### src/rtl/dbg_bus_master.sv
// dbg_bus_master: byte-stream command decoder acting as a second data-bus initiator.
// Frames: 0x57 addr[4] data[4] -> 0x4B; 0x52 addr[4] -> data[4]; anything else -> 0x3F.
module dbg_bus_master #(
    parameter int TIMEOUT = 100000
) (
    input  logic        clk,
    input  logic        rstn,
    input  logic        rx_valid,
    input  logic [7:0]  rx_data,
    output logic        tx_valid,
    output logic [7:0]  tx_data,
    input  logic        tx_ready,
    output logic        bus_wr,
    output logic [31:0] bus_waddr,
    output logic [31:0] bus_wdata,
    output logic [3:0]  bus_wstrb,
    output logic        bus_rd,
    output logic [31:0] bus_raddr,
    input  logic [31:0] bus_rdata,
    output logic        busy
);
    typedef enum logic [2:0] {IDLE, ADDR, DATA, WRITE, READ, RDWAIT, RESP} state_t;
    state_t state, nxt;
    logic [1:0]  cnt, last;
    logic        is_wr, rcv, timeout, rx_ok, tx_done;
    logic [31:0] addr, resp, timer;
    logic [23:0] data;

    assign rcv       = state == ADDR || state == DATA;
    assign timeout   = rcv && timer == TIMEOUT;
    assign rx_ok     = rcv && rx_valid && !timeout;
    assign tx_done   = state == RESP && tx_valid && tx_ready;
    assign busy      = state != IDLE;
    assign bus_wr    = state == WRITE;
    assign bus_rd    = state == READ;
    assign bus_wstrb = {4{bus_wr}};

    always_comb begin
        nxt = state;
        case (state)
            IDLE:    if (rx_valid) nxt = (rx_data == 8'h57 || rx_data == 8'h52) ? ADDR : RESP;
            ADDR:    nxt = timeout ? IDLE : (rx_ok && cnt == 2'd3) ? (is_wr ? DATA : READ) : ADDR;
            DATA:    nxt = timeout ? IDLE : (rx_ok && cnt == 2'd3) ? WRITE : DATA;
            WRITE:   nxt = RESP;
            READ:    nxt = RDWAIT;
            RDWAIT:  nxt = RESP;
            RESP:    if (tx_done && cnt == last) nxt = IDLE;
            default: nxt = IDLE;
        endcase
    end

    always_ff @(posedge clk or negedge rstn) begin
        if (!rstn) begin
            state     <= IDLE;
            cnt       <= '0;
            last      <= '0;
            is_wr     <= 1'b0;
            addr      <= '0;
            data      <= '0;
            resp      <= '0;
            timer     <= '0;
            tx_valid  <= 1'b0;
            tx_data   <= '0;
            bus_waddr <= '0;
            bus_wdata <= '0;
            bus_raddr <= '0;
        end else begin
            state <= nxt;
            timer <= (rcv && !rx_valid && !timeout) ? timer + 32'd1 : '0;
            if (state == IDLE)
                cnt <= '0;
            else if (rx_ok || tx_done)
                cnt <= cnt + 2'd1;
            if (state == IDLE && rx_valid) begin
                is_wr <= rx_data == 8'h57;
                resp  <= {8'h3F, 24'h0};
                last  <= '0;
            end
            if (rx_ok && state == ADDR) begin
                addr <= {addr[23:0], rx_data};
                if (cnt == 2'd3 && !is_wr) bus_raddr <= {addr[23:0], rx_data} & 32'hFFFF_FFFC;
            end
            if (rx_ok && state == DATA) begin
                data <= {data[15:0], rx_data};
                if (cnt == 2'd3) begin
                    bus_waddr <= addr & 32'hFFFF_FFFC;
                    bus_wdata <= {data, rx_data};
                end
            end
            if (state == WRITE) begin
                resp <= {8'h4B, 24'h0};
                last <= '0;
            end
            // Read data is held in the response shifter until the last byte leaves.
            if (state == RDWAIT) begin
                resp <= bus_rdata;
                last <= 2'd3;
            end
            if (state == RESP && !tx_valid) begin
                tx_valid <= 1'b1;
                tx_data  <= resp[31:24];
            end else if (tx_done) begin
                tx_valid <= cnt != last;
                if (cnt != last) begin
                    tx_data <= resp[23:16];
                    resp    <= {resp[23:0], 8'h0};
                end
            end
        end
    end
endmodule

### config.mk
export PLATFORM = sky130hd
export DESIGN_NAME = dbg_bus_master
export DESIGN_NICKNAME = d
export VERILOG_FILES = /design/src/rtl/dbg_bus_master.sv
export SDC_FILE = /design/constraint.sdc
export NUM_CORES = 1
export LEC_CHECK = 0
export ABC_CLOCK_PERIOD_IN_PS = 4000
export CORE_UTILIZATION = 38
export CTS_CLUSTER_SIZE = 20
export DETAILED_ROUTE_END_ITERATION = 8
export PLACE_DENSITY = 0.64
export SLEW_MARGIN = 20
export SYNTH_ARGS = -nofsm -noshare
export SYNTH_HDL_FRONTEND = slang
export SYNTH_SLANG_ARGS = --single-unit
### constraint.sdc
create_clock -name clk -period 4 [get_ports clk]
set_input_delay 0.8 -clock clk [delete_from_list [all_inputs] [get_ports clk]]
set_output_delay 0.8 -clock clk [all_outputs]
set_load 0.02 [all_outputs]
## Yosys cells after proc, flatten, opt, wreduce, memory -nomap -nowiden

Cells that the tools add are included.

- Bits in registers: 229
- Word-level logic and storage cells: 87

- Add/subtract/negate cells: 2
- Eq/ne operators: 14
- Multiplexer cells: 26
- Reduce and logical (&&, ||, !) cells: 32

Operator list:

| cell | count |
|---|---|
| 2-to-1 mux 32 bit | 7 |
| adder 32 x 1 -> 32 bit, second input constant | 1 |
| == test 32 x 17 -> 1 bit, second input constant | 1 |
| 2-to-1 mux 8 bit | 3 |
| 2-to-1 mux 3 bit | 6 |
| case mux 3 bit (6 select lines) | 1 |
| == test 8 x 7 -> 1 bit, second input constant | 2 |
| logical AND 1 bit | 14 |
| 2-to-1 mux 2 bit | 6 |
| == test 3 bit, second input constant | 3 |
| AND reduction 2 bit | 4 |
| == test 3 x 2 -> 1 bit, second input constant | 2 |
| nonzero test 2 bit | 3 |
| nonzero test 3 bit | 2 |
| logical NOT 1 bit | 4 |
| != test 2 bit, second input constant | 2 |
| == test 3 x 1 -> 1 bit, second input constant | 1 |
| logical NOT 3 bit | 1 |
| logical OR 1 bit | 3 |
| 2-to-1 mux 1 bit | 3 |
| adder 2 x 1 -> 2 bit, second input constant | 1 |
| == test 2 bit | 1 |
| == test 2 bit, second input constant | 1 |
| != test 2 bit | 1 |
| OR reduction 2 bit | 1 |

## Logic depth before layout (Yosys ltp)

- Depth in word-level cells: 9
- Depth in mapped cells: 9

## Least setup slack after synthesis

No wires, ideal clock.

- Kind: input -> register
- Start: input port rx_valid
- End: register bus_raddr[21]
- Library setup time: 0.128 ns
- Data arrival time: 2.131 ns
- Data required time: 3.872 ns
- Path slack: 1.741 ns
- Cell stages on the path: 6
- Path buffers: 2
- Cells stage by stage: nor2b_1 o211ai_2 or3_1 buf_2 buf_4 mux2_1

- Word-level cells in the longest chain between the ends: 4

Ends and longest elaborated chain:

| element | line | text |
|---|---|---|
| start, declared | 8 | `input logic rx_valid,` |
| logical AND 1 bit (2 in a row) | 31 | `assign rx_ok = rcv && rx_valid && !timeout;` |
| logical AND 1 bit | 79 | `if (rx_ok && state == ADDR) begin` |
| AND reduction 2 bit (no line) | - |  |
| end signal, assigned | 81 | `if (cnt == 2'd3 && !is_wr) bus_raddr <= {addr[23:0], rx_data} & 32'hFFFF_FFFC;` |
| end, declared | 18 | `output logic [31:0] bus_raddr,` |

No other way between the ends.
A chain may end at the register's enable or synchronous reset.

## Worst setup path after layout

- Start: register state[1]
- End: output port bus_wstrb[2]

- Word-level cells in the longest chain between the ends: 1

Ends and longest elaborated chain:

| element | line | text |
|---|---|---|
| start, declared | 23 | `state_t state, nxt;` |
| start signal, assigned | 68 | `state <= nxt;` |
| == test 3 x 2 -> 1 bit | 34 | `assign bus_wr = state == WRITE;` |
| end, declared | 16 | `output logic [3:0] bus_wstrb,` |

No other way between the ends.

==> impl_results.md <==
- Run status: finished, final reports clean
- Unrepaired setup endpoints after global routing: false
- Pwr/cell area: 636 nW/µm²
- Maximum clock path buffer count: 3
- Total of max-cap violations: 0
- Number of gates given a new drive strength after cts: 0
- Design Power: around 7.8 mW
- Synth cell count leaders: dfrtp_1, mux2_2, mux2_1, nor2_1, nand2_1
- Worst slack, placed: 0.694 ns
- Starting density of the core: 39.0%
- Total track usage: between 10% and 20%
- Sink count of the clock tree: about 230
- Maximum operating frequency: 0.320 GHz
- Global-route wire length before repair: 33400 µm
- YS warnings: 0
- Final ANT Viol Nets: 0
- Number of vias per cell after detailed routing: 5.09
- Count of routing violations after the opening detailed-route iteration: 321
- Post-CTS Hold Buffers: 0
- I/O Pins: 156
- Maximum VDD drop: about 360 µV
- Width of the die: 161 µm
- TNS Setup: 0 ns
- Post-synthesis instance area: 9570 µm²
- Final hold viol count: 0
- Critical path class: flip-flop to output port
- Share of post-route cells with drive strength above 1: 16.3%
- HPWL after DPL: 13300 µm
- Share of flip-flops with an asynchronous set or reset after synthesis: 100%
- Post-synthesis area per instance: 12.7 µm²
- Category of the worst setup path capture point: output port
- Top cell type by total area after synthesis: dfrtp_1
- Number of global-route vias before repair: 6236
- Master of the slowest instance on the critical path: dfrtp_1
- Number of stages on the worst setup path: 3
- Final Net Count: 945
- Combinational fraction of design power: 27.0%
- Routed WL per cell: roughly 17 µm
- ANT cells: 0
- Worst relative slew slack: 32.4%
- Cell area after layout: approximately 12000 µm²
- Synthesized instance count: 754
- TritonCTS clock tree: done
- Synthesized flop and latch total: between 200 and 250
- Critical Path Fanout Max: 19
- Clock-pin slew on the worst setup and hold paths: 0.06 ns
- Count of final max-slew check failures: 0
- Power spent charging and discharging nets: 2.43 mW
- Longest individual stage delay on the worst path: 0.70 ns
- Top area cells in the synthesized netlist: dfrtp_1, mux2_2, mux2_1, nor2_1, a22oi_1
- Iteration count of the initial detailed-routing pass: 5
- Total detailed-routing wirelength: about 21000 µm
- Arrival time at the worst endpoint: around 2.3 ns
- Routability Congestion: 0.780
- Total of buffers placed on input and output ports: ~150
- Number of H-tree levels: 1
- Initial antenna violation count: 0
- Via count: 6306
- Path depth of the worst reg2reg path: 7
- Insertion delay of the later-clocked pin in the worst-skew pair: between 0.5 and 0.6 ns
- Area of the die: between 20000 and 30000 µm²
- Most frequent cell after synthesis: dfrtp_1
- Top FF cell, synth: dfrtp_1
- Post-CTS Setup Inserts: 0
- Core Region: approximately 25000 µm²
- List of cells traversed by the critical path: nor2b_1, and2_1, clkdlybuf4s50_1
- Final WS setup: 0.871 ns
- Die Ht: 161 µm
- Clock network fraction of design power: 29.7%
- Buffers plus inverters on the worst setup path: 1
- Sw Share: a little under a third
- Critical Path RT: 3.20 ns
- Transition at the pin with the smallest max-transition slack: between 1 and 1.5 ns
- Cell type group with the largest total delay on the critical path: flip-flops
- Cell area after placement: 11400 µm²
- Growth of design area from synthesis to finish: 27.3%
- Num CTS Buffers: 25
- Classification of the worst-slack hold path: input port to async pin
- Internal Pwr Total: 5.32 mW
- Yosys top cell area share: roughly three fifths
- CTS Root Cell: clkbuf_16
- Number of distinct standard cells referenced by the synthesized netlist: 48
- Post-route fraction of the period consumed by the critical path: 78.2%
- Proportion of synthesized chip area in sequential cells: 59.6%
- EDFF count, synth: 0
- Drt drc: 0
- Final number of setup-violating endpoints: 0
- Standard-cell rows: 57
- Worst-case register-to-register setup slack: between 1 and 1.5 ns
- Largest net degree at the start of global routing: 115
- Crit path time final: 3.13 ns
- Total grt overflow: 0
- Share of total power in sequential cells: 43.3%
- Tightest hold margin: 0.372 ns
- Clock skew: 0.0189 ns
- Kind of launch point of the worst setup path: flip-flop
- Leakage power total: between 5 and 6 nW
==> per-layer routing <==
layer | wire, µm | track usage, %
met1 | 9890 | 23.3
met3 | 1390 | 3.87
met4 | 324 | 3.73
met2 | 8960 | 24.0
met5 | 0 | 0
==> worst register-to-register path: cells and delay by family, from the launching register on <==
| kind | cells | cell delay (ns) |
|---|---|---|
| muxes | 1 | 0.46 |
| and+or+nand+nor | 3 | 1.27 |
| DFF | 1 | 0.42 |
| AOI/OAI and AO/OA | 1 | 0.26 |
| buffers and inverters | 1 | 0.07 |
| adders and majority gates | 1 | 0.14 |
==> placed cells by master (no fill, tap or decap), types with 6 or more instances in the layout <==
cell	n
buf_4	7
clkdlybuf4s50_1	150
nor2_1	61
nand2_1	49
clkbuf_1	7
dfrtp_1	228
and3_1	7
mux2_2	87
nand3_1	18
mux2_1	61
o21ai_0	28
o22ai_1	9
clkbuf_16	25
nor3_1	9
a22oi_1	29
xnor2_1	10
xor2_1	21
inv_1	10
a21oi_1	10
a31oi_1	6
nand4_1	14
==> through the flow <==
stage,std cells,util (%)
finish,1240,49.7
global placement,1195,46.3
floorplan,757,-
CTS,1240,49.6
detailed placement,1195,46.3
global route,1240,49.7
==> power groups by stage <==
stage / clock network, mW / logic (mW) / registers [mW]
2_1_floorplan: 0 / 1.11 / 3.49
3_3_place_gp: 0 / 2.07 / 3.39
3_5_place_dp: 0 / 2.10 / 3.40
4_1_cts: 2.37 / 2.11 / 3.37
5_1_grt: 2.45 / 2.28 / 3.45
6_report: 2.30 / 2.09 / 3.36
==> final timing paths <==
path | start | end
max in group asynchronous | rstn | bus_raddr[19]
min reg2reg | addr[25] | bus_waddr[25]
min | rstn | data[21]
max reg2reg | timer[0] | bus_wdata[18]
max | state[1] | bus_wstrb[2]
min in group clk | addr[25] | bus_waddr[25]
==> cell families (layout without fill, tap and decap cells) <==
family | Yosys count | in the layout | share of synthesized area [%]
adders and majority gates | 3 | 3 | 0.392
and+or+nand+nor | 192 | 192 | 9.99
muxes | 150 | 150 | 17.6
AOI/OAI and AO/OA | 93 | 93 | 6.26
xor gates and xnor gates | 31 | 31 | 2.84
buffers and inverters | 56 | 215 | 3.27
DFF | 228 | 228 | 59.6
other | 1 | 4 | 0.0392
==> flip-flops by register name (all words and copies together) (netlist names) <==
signal / cells
addr: 32
bus_raddr: 30
resp: 32
data: 24
tx_valid: 1
last: 1
is_wr: 1
tx_data: 8
state: 3
timer: 32
bus_waddr: 30
cnt: 2
bus_wdata: 32
==> layout make-up <==
type	instances	area [µm²]
repair buffers	160	1610
well taps	324	405
flip-flops and latches	228	5710
inverters	10	37.5
multi-input cells	473	3600
fillers	2213	12400
clock buffers	37	721
clock inverters	8	103
Power figures use the tool's default switching activity.
